File: src/rtl/mbus_uart.sv
// Memory-mapped UART: 4-register window on the CPU bus, TX through a small FIFO,
// RX into a single holding register with valid/overrun/framing flags.
module mbus_uart #(
    parameter int                    WIDTH     = 32,
    parameter int                    ADDR_SIZE = 32,
    parameter logic [ADDR_SIZE-1:0]  BASE      = 'hFF00,
    parameter logic [15:0]           DIV_RESET = 16'd217,
    parameter int                    FIFO_LOG2 = 2
) (
    input  logic                 clk,
    input  logic                 reset,
    input  logic [ADDR_SIZE-1:0] mbus_ain,
    input  logic [WIDTH-1:0]     mbus_din,
    input  logic                 mbus_wen,
    output logic [WIDTH-1:0]     mbus_dout,
    input  logic                 rxd,
    output logic                 txd,
    output logic                 irq
);
    localparam int DEPTH = 2 ** FIFO_LOG2;
    localparam int CW    = FIFO_LOG2 + 1;

    typedef enum logic [1:0] {S_IDLE, S_START, S_DATA, S_STOP} state_t;

    logic       sel;
    logic [1:0] idx;
    logic       wr_data, wr_stat, wr_div, wr_ctrl;

    assign sel     = (mbus_ain[ADDR_SIZE-1:2] == BASE[ADDR_SIZE-1:2]);
    assign idx     = mbus_ain[1:0];
    assign wr_data = sel & mbus_wen & (idx == 2'd0);
    assign wr_stat = sel & mbus_wen & (idx == 2'd1);
    assign wr_div  = sel & mbus_wen & (idx == 2'd2);
    assign wr_ctrl = sel & mbus_wen & (idx == 2'd3);

    logic [15:0] div_q;
    logic [1:0]  ctrl_q;
    logic [7:0]  rx_data_q;
    logic        rx_valid_q, rx_ovr_q, tx_drop_q, rx_ferr_q, irq_q;

    // Counters load T-1 so each bit lasts exactly T = max(DIV,1)+1 clocks.
    logic [15:0] reload, half_reload;
    logic [16:0] period;
    assign reload      = (div_q == 16'd0) ? 16'd1 : div_q;
    assign period      = {1'b0, reload} + 17'd1;
    assign half_reload = period[16:1] - 16'd1;

    logic [7:0]           fifo_mem [DEPTH];
    logic [FIFO_LOG2-1:0] wr_ptr_q, rd_ptr_q;
    logic [CW-1:0]        count_q;
    logic                 fifo_full, fifo_empty, push, pop;

    assign fifo_full  = count_q[CW-1];
    assign fifo_empty = (count_q == '0);
    assign push       = wr_data & (~fifo_full | pop);

    always_ff @(posedge clk) begin
        if (push) fifo_mem[wr_ptr_q] <= mbus_din[7:0];
    end

    always_ff @(posedge clk or negedge reset) begin
        if (!reset) begin
            wr_ptr_q <= '0;
            rd_ptr_q <= '0;
            count_q  <= '0;
        end else begin
            if (push) wr_ptr_q <= wr_ptr_q + 1'b1;
            if (pop)  rd_ptr_q <= rd_ptr_q + 1'b1;
            count_q <= count_q + CW'(push) - CW'(pop);
        end
    end

    state_t      tx_state_q, tx_state_d;
    logic [15:0] tx_cnt_q, tx_cnt_d;
    logic [2:0]  tx_bit_q, tx_bit_d;
    logic [7:0]  tx_shift_q, tx_shift_d;
    logic        tx_empty;

    always_ff @(posedge clk or negedge reset) begin
        if (!reset) begin
            tx_state_q <= S_IDLE;
            tx_cnt_q   <= '0;
            tx_bit_q   <= '0;
            tx_shift_q <= '0;
        end else begin
            tx_state_q <= tx_state_d;
            tx_cnt_q   <= tx_cnt_d;
            tx_bit_q   <= tx_bit_d;
            tx_shift_q <= tx_shift_d;
        end
    end

    always_comb begin
        tx_state_d = tx_state_q;
        tx_cnt_d   = tx_cnt_q;
        tx_bit_d   = tx_bit_q;
        tx_shift_d = tx_shift_q;
        pop        = 1'b0;
        if (tx_state_q != S_IDLE) tx_cnt_d = tx_cnt_q - 16'd1;
        unique case (tx_state_q)
            S_IDLE: if (!fifo_empty) begin
                pop        = 1'b1;
                tx_shift_d = fifo_mem[rd_ptr_q];
                tx_cnt_d   = reload;
                tx_state_d = S_START;
            end
            S_START: if (tx_cnt_q == '0) begin
                tx_cnt_d   = reload;
                tx_bit_d   = '0;
                tx_state_d = S_DATA;
            end
            S_DATA: if (tx_cnt_q == '0) begin
                tx_cnt_d   = reload;
                tx_shift_d = {1'b0, tx_shift_q[7:1]};
                tx_bit_d   = tx_bit_q + 3'd1;
                if (tx_bit_q == 3'd7) tx_state_d = S_STOP;
            end
            S_STOP: if (tx_cnt_q == '0) begin
                // Chain straight into the next start bit when more data is queued.
                if (!fifo_empty) begin
                    pop        = 1'b1;
                    tx_shift_d = fifo_mem[rd_ptr_q];
                    tx_cnt_d   = reload;
                    tx_state_d = S_START;
                end else begin
                    tx_state_d = S_IDLE;
                end
            end
            default: tx_state_d = S_IDLE;
        endcase
    end

    assign txd      = (tx_state_q == S_START) ? 1'b0 :
                      (tx_state_q == S_DATA)  ? tx_shift_q[0] : 1'b1;
    assign tx_empty = fifo_empty & (tx_state_q == S_IDLE);

    logic        rx_meta_q, rx_sync_q, rx_prev_q;
    state_t      rx_state_q, rx_state_d;
    logic [15:0] rx_cnt_q, rx_cnt_d;
    logic [2:0]  rx_bit_q, rx_bit_d;
    logic [7:0]  rx_shift_q, rx_shift_d;
    logic        rx_good, rx_bad;

    always_ff @(posedge clk or negedge reset) begin
        if (!reset) begin
            rx_meta_q  <= 1'b1;
            rx_sync_q  <= 1'b1;
            rx_prev_q  <= 1'b1;
            rx_state_q <= S_IDLE;
            rx_cnt_q   <= '0;
            rx_bit_q   <= '0;
            rx_shift_q <= '0;
        end else begin
            rx_meta_q  <= rxd;
            rx_sync_q  <= rx_meta_q;
            rx_prev_q  <= rx_sync_q;
            rx_state_q <= rx_state_d;
            rx_cnt_q   <= rx_cnt_d;
            rx_bit_q   <= rx_bit_d;
            rx_shift_q <= rx_shift_d;
        end
    end

    always_comb begin
        rx_state_d = rx_state_q;
        rx_cnt_d   = rx_cnt_q;
        rx_bit_d   = rx_bit_q;
        rx_shift_d = rx_shift_q;
        rx_good    = 1'b0;
        rx_bad     = 1'b0;
        if (rx_state_q != S_IDLE) rx_cnt_d = rx_cnt_q - 16'd1;
        unique case (rx_state_q)
            S_IDLE: if (rx_prev_q & ~rx_sync_q) begin
                rx_cnt_d   = half_reload;
                rx_state_d = S_START;
            end
            S_START: if (rx_cnt_q == '0) begin
                rx_cnt_d   = reload;
                rx_bit_d   = '0;
                rx_state_d = rx_sync_q ? S_IDLE : S_DATA;
            end
            S_DATA: if (rx_cnt_q == '0) begin
                rx_cnt_d   = reload;
                rx_shift_d = {rx_sync_q, rx_shift_q[7:1]};
                rx_bit_d   = rx_bit_q + 3'd1;
                if (rx_bit_q == 3'd7) rx_state_d = S_STOP;
            end
            S_STOP: if (rx_cnt_q == '0) begin
                rx_good    = rx_sync_q;
                rx_bad     = ~rx_sync_q;
                rx_state_d = S_IDLE;
            end
            default: rx_state_d = S_IDLE;
        endcase
    end

    // Hardware set terms are OR-ed in after the W1C clear so a same-cycle set wins.
    always_ff @(posedge clk or negedge reset) begin
        if (!reset) begin
            div_q      <= DIV_RESET;
            ctrl_q     <= '0;
            rx_data_q  <= '0;
            rx_valid_q <= 1'b0;
            rx_ovr_q   <= 1'b0;
            tx_drop_q  <= 1'b0;
            rx_ferr_q  <= 1'b0;
            irq_q      <= 1'b0;
        end else begin
            if (wr_div)  div_q  <= mbus_din[15:0];
            if (wr_ctrl) ctrl_q <= mbus_din[1:0];
            if (rx_good) rx_data_q <= rx_shift_q;
            rx_valid_q <= (rx_valid_q & ~(wr_stat & mbus_din[0])) | rx_good;
            rx_ovr_q   <= (rx_ovr_q   & ~(wr_stat & mbus_din[3])) | (rx_good & rx_valid_q);
            tx_drop_q  <= (tx_drop_q  & ~(wr_stat & mbus_din[4])) | (wr_data & fifo_full & ~pop);
            rx_ferr_q  <= (rx_ferr_q  & ~(wr_stat & mbus_din[5])) | rx_bad;
            irq_q      <= (ctrl_q[0] & rx_valid_q) | (ctrl_q[1] & tx_empty);
        end
    end

    assign irq = irq_q;

    always_comb begin
        mbus_dout = '0;
        if (sel) begin
            unique case (idx)
                2'd0: mbus_dout[7:0]  = rx_data_q;
                2'd1: mbus_dout[8:0]  = {3'(count_q), rx_ferr_q, tx_drop_q, rx_ovr_q,
                                         fifo_full, tx_empty, rx_valid_q};
                2'd2: mbus_dout[15:0] = div_q;
                default: mbus_dout[1:0] = ctrl_q;
            endcase
        end
    end

    logic din_unused;
    assign din_unused = ^{mbus_din[WIDTH-1:16], period[0]};

endmodule

File: config.mk
export PLATFORM = sky130hd
export DESIGN_NAME = mbus_uart
export DESIGN_NICKNAME = d
export VERILOG_FILES = /design/src/rtl/mbus_uart.sv
export SDC_FILE = /design/constraint.sdc
export NUM_CORES = 1
export LEC_CHECK = 0
export ABC_CLOCK_PERIOD_IN_PS = 4800
export BUFFER_PORTS_ARGS = -buffer_cell sky130_fd_sc_hd__buf_2
export CAP_MARGIN = 5
export CELL_PAD_IN_SITES_DETAIL_PLACEMENT = 1
export CELL_PAD_IN_SITES_GLOBAL_PLACEMENT = 1
export CORE_ASPECT_RATIO = 1.75
export CORE_MARGIN = 4
export CORE_UTILIZATION = 40
export CTS_BUF_LIST = sky130_fd_sc_hd__clkbuf_8 sky130_fd_sc_hd__clkbuf_16
export DETAILED_ROUTE_END_ITERATION = 8
export HOLD_SLACK_MARGIN = 0.05
export PLACE_DENSITY_LB_ADDON = 0.1
export SLEW_MARGIN = 25
export SYNTH_ARGS = -nofsm -noshare
export SYNTH_HDL_FRONTEND = slang
export SYNTH_SLANG_ARGS = --single-unit
export TNS_END_PERCENT = 50
File: constraint.sdc
create_clock -name clk -period 4.8 [get_ports clk]
set_clock_uncertainty 0.05 [all_clocks]
set_input_delay 0.48 -clock clk [delete_from_list [all_inputs] [get_ports clk]]
set_output_delay 0.48 -clock clk [all_outputs]
set_load 0.05 [all_outputs]
Word level (Yosys, flattened, before mapping). Memories as Yosys holds them, arrays and structs flattened. Cells that the tools add are included.

Logic and storage cells: 159. Flip-flop bits (word level): 99. Memory bits (writable): 32. Memories: 1. Input bits: 68.

Reductions and logical operators: 20. Bitwise logic cells: 34. Add/subtract/negate cells: 10. Equality and inequality tests: 22. Multiplexer cells: 50.

Memory list: fifo_mem (depth 4, bits a word 8, read ports 1, clocked after Yosys merged registers in 0, wr ports 1, RTL line 48) `logic [7:0] fifo_mem [DEPTH];`.

Operator list (number): $mux W16 (9); $logic_not A16 Y1 (3); $pmux W16 S3 (1); $sub A16 B1 Y16 const B (3); $pmux W16 S2 (1); $eq A30 B14 Y1 const B (1); $mux W8 (3); $pmux W8 S3 (1); $mux W2 (11); $and A1 B1 Y1 (21); $ne A2 B2 Y1 const B (10); $pmux W6 S3 (1); $add A16 B1 Y17 const B (1); $pmux W2 S4 (2); $eq A2 B2 Y1 const B (6); $mux W3 (4); $pmux W3 S2 (2); $mux W1 (11); $reduce_and A5 Y1 (2); $reduce_and A3 Y1 (3); $reduce_bool A2 Y1 (4); $mux W7 (1); $not A1 Y1 (7); $add A3 B1 Y3 const B (2); other kinds (13) (26).

Longest topological paths before layout.
Word-level depth: 8. Gate-level depth with buffers: 16.

Least setup slack after synthesis. OpenSTA, ideal clock, no wires.

Path kind: register to register. Start: register div_q[6]. End: register rx_cnt_q[12]. Slack: 1.644 ns. Required time: 4.624 ns. Arrival: 2.981 ns. Cell stages (with the launch flop): 12. Cell sequence: dfstp_2 buf_2 or4_4 or4_4 nor2_2 a21oi_1 ha_1 nand3b_1 nor3_1 a21oi_1 xnor2_1 a221o_1.

Cells in the longest elaborated chain, start to end: 6. Elaborated cells on any way between the ends: 7. Classes of those cells: 2 x add/sub; 4 x mux; 1 x reduce/logical.

Ends and longest elaborated chain: from (decl) (RTL line 36) `logic [15:0] div_q;`; from (signal assigned) (RTL line 209) `if (wr_div) div_q <= mbus_din[15:0];`; $logic_not A16 Y1 (RTL line 44) `assign reload = (div_q == 16'd0) ? 16'd1 : div_q;`; $mux W16 * (RTL line 44); $add A16 B1 Y17 (RTL line 45) `assign period = {1'b0, reload} + 17'd1;`; $sub A16 B1 Y16 (RTL line 46) `assign half_reload = period[16:1] - 16'd1;`; $mux W16 (RTL line 173) `S_IDLE: if (rx_prev_q & ~rx_sync_q) begin`; $pmux W16 S2 * (RTL line 172) `unique case (rx_state_q)`; via rx_cnt_d[12] (RTL line 139) `logic [15:0] rx_cnt_q, rx_cnt_d;`; to (signal assigned) (RTL line 158) `rx_cnt_q <= rx_cnt_d;`; to (decl) (RTL line 139).

Mark *: on every way through the listed nets, which the timed path passes. The rest lies on a longest branch. A chain may end at the register's enable or synchronous reset.

Final worst setup path.
Start: register div_q[5]. End: register rx_cnt_q[12].

Same word-level chain as after synthesis.

==> out/qor.yml <==
status:
  outcome: "finished, final reports clean"
sta:
  rsz0062_at_grt: "false"
  setup_tns_ns: 0
  worst_slew_pin_slew_ns: 0.868
  period_minus_slack_ns: 3.60
  slew_violations: 0
  setup_viol: 0
  finalCritPeriodShare_pct: 75.0
  max_slew_margin_pct: 41.7
  hold_violations: 0
  fmax_mhz: 278
  hold_slack_ns: 0.0506
clock_tree:
  path_clk_slew_ns: 0.06
  htree_levels: 4
  numCtsBuffers: 17
  cts_tree: "built"
  ctsLongestPathBuffers: 2
  cts_sinks: 131
  cts_root_buf: "clkbuf_16"
  cts-hold-fix-buffers: 0
  clkLatencyLatePin_ns: 0.44
  cts_setup_buffers: 0
  post_cts_resized: 0
placement:
  portBuffers: 69
  dp_hpwl_um: 15400
  routabilityCongestion: 0.825
  detailed_place.area_um2: 7880
setup_path:
  slowest_stage: "or4_4"
  crit_type: "reg -> reg"
  endpoint_kind: "flop"
  cp_cell_sequence: "or4_4 -> or4_4 -> nor2_2 -> a21oi_1 -> ha_1 -> nand3b_1 -> nor3_1 -> a21oi_1 -> xnor2_1 -> a221o_1"
  arrival_ns: 3.87
  cpPeakStageDelay_ns: 0.62
  start_kind: "flop"
  cp_max_fo: 11
  critPathRequiredTime_ns: 5.07
layout:
  fin_util_pct: 46.3
  fin_area_um2: 8440
  drive_above_1_share_pct: 23.3
  diodes: 0
  nets: 834
  area_delta_synth_final_pct: 13.0
  num-fill-cells: 2003
logic_synthesis:
  yosysWarnings: 0
  synth_top_area_share_pct: 30.5
  synth_edf_count: 32
  synth_cell_types: 74
  synthArstFlopShare_pct: 75.6
  ys_top_cells_by_area: "dfrtp_1 (30%), edfxtp_1 (13%), mux2_2 (5.1%)"
  synthCells: 692
  yosys.cell_count.top_type: "dfrtp_1"
  synth_ff_type: "dfrtp_1"
  yosysTopAreaCell: "dfrtp_1"
  ys_seq_area_share_pct: 46.2
  syn_area_um2: 7470
  syn_area_per_cell_um2: 10.8
  synth-seq-cells: 131
  synth_commonest_cells: "dfrtp_1 (91), nand2_1 (47), nor2_1 (40)"
job:
  cap_violations: 0
drt:
  vias: 5592
  dr.pass1.iters: 5
  routedWlPerCell_um: 20.8
  viasPerCell: 5.67
  drtIter0Drc: 264
  drt-total-wl_um: 20500
  ant_nets: 0
  route.detailed.drc: 0
floorplan:
  die-area_um2: 21000
  chipWidth_um: 111
  row_count: 65
  start_util_pct: 41.0
  coreArea_um2: 18200
  io_pins: 102
  die_h_um: 189
power_and_ir_drop:
  total_power_mw: 3.75
  seqPwrFrac_pct: 37.8
  p_int_mw: 2.34
  clock_power_share_pct: 32.6
  pwr-share-comb_pct: 29.6
  ir_drop_mv: 0.283
  swShare_pct: 37.5
  p_per_area_nw_per_um2: 444
  p_leak_nw: 3.69
  p_switching_mw: 1.40
grt:
  grtUsageTotal_pct: 20.5
  grt_pass1_wl_um: 34200
  overflow: 0
  grt_pass1_vias: 6435
  grt_antenna_before_repair: 0
  grt_max_degree: 56
hold_path:
  hold_class: "in -> async"
power by group through the flow:
stage | Combinational (mW) | Sequential, mW | Clock, mW
final | 1.11 | 1.42 | 1.22
after global routing | 1.23 | 1.44 | 1.31
after CTS | 1.11 | 1.41 | 1.25
after detailed placement | 1.11 | 1.43 | 0
after global placement | 1.06 | 1.42 | 0
after floorplan | 0.845 | 1.38 | 0
worst paths after layout:
check / startpoint / end / slack [ns] / cells after the start
min in group clk: rxd / rx_meta_q / 0.09 / 1
max in group asynchronous: reset / rx_cnt_q[10] / 3.53 / 2
setup reg to reg: div_q[5] / rx_cnt_q[12] / 1.20 / 10
hold reg to reg: rx_meta_q / rx_sync_q / 0.31 / 0
hold / removal: reset / tx_shift_q[2] / 0.05 / 1
setup / recovery: div_q[5] / rx_cnt_q[12] / 1.20 / 10
area by class of cell:
cell class / instances / area, µm² / share of cell area (%)
Clock buffer: 17 / 425 / 5.04
Inverter: 25 / 93.8 / 1.11
Tap cell: 234 / 293 / 3.47
Timing Repair Buffer: 73 / 378 / 4.48
Clock inverter: 15 / 125 / 1.48
Multi-Input combinational cell: 491 / 3670 / 43.5
Sequential cell: 131 / 3450 / 40.9
critical path: cells and delay by family (launching register included):
family | cells | cell delay, ns
AO/OA/AOI/OAI | 3 | 0.53
XOR/XNOR | 1 | 0.15
adder cells (fa/ha/maj) | 1 | 0.23
flip-flops | 1 | 0.54
AND/OR/NAND/NOR | 5 | 1.99
stage by stage:
stage                     std cells  worst slack, ns
after global routing            986            0.861
after global placement          954             1.27
after detailed placement        954             1.18
final                           986             1.20
after CTS                       986             1.17
after floorplan                 707             1.64
kinds of logic after synthesis:
group	Yosys count	synth area share, %
compound gates	124	11.8
xor+xnor	43	5.04
fa+ha+maj	27	4.62
buf+inv	85	5.48
flops	131	46.2
mux	57	9.57
other cells	1	0.0502
simple gates	224	17.3
layout by cell type (no fill, tap or decap), types with 10 or more instances in the layout:
| master | count |
|---|---|
| ha_1 | 26 |
| dfrtp_1 | 91 |
| o21ai_0 | 33 |
| nor2_1 | 40 |
| nor4_1 | 17 |
| buf_2 | 68 |
| and2_1 | 10 |
| mux2i_1 | 14 |
| inv_1 | 26 |
| xnor2_1 | 25 |
| mux2_2 | 34 |
| nand2_1 | 47 |
| o2bb2ai_1 | 16 |
| xor2_1 | 18 |
| clkbuf_16 | 17 |
| and3_1 | 12 |
| a21oi_1 | 21 |
| conb_1 | 16 |
| edfxtp_1 | 32 |
| nor3_1 | 16 |
| nand3_1 | 13 |
| nand4_1 | 15 |
per-layer routing:
metal | track usage [%] | share of wire [%] | wire length (µm) | up-vias
met5 | 0 | 0 | 0 | -
met4 | 9.09 | 3.4 | 706 | 0
met2 | 39.3 | 57 | 11700 | 95
li1 | - | - | - | 2607
met3 | 3.66 | 2.5 | 506 | 46
met1 | 21.5 | 37 | 7580 | 2844
state kept, by name (all words and copies together) (netlist names), 2 cells and up, named ones only:
register / flops
wr_ptr_q: 2
tx_cnt_q: 16
rx_bit_q: 3
rx_shift_q: 8
tx_state_q: 2
fifo_mem: 32
div_q: 16
rd_ptr_q: 2
rx_cnt_q: 16
tx_bit_q: 3
rx_data_q: 8
ctrl_q: 2
count_q: 3
tx_shift_q: 8
No activity file was read; power rests on OpenSTA's default activity.
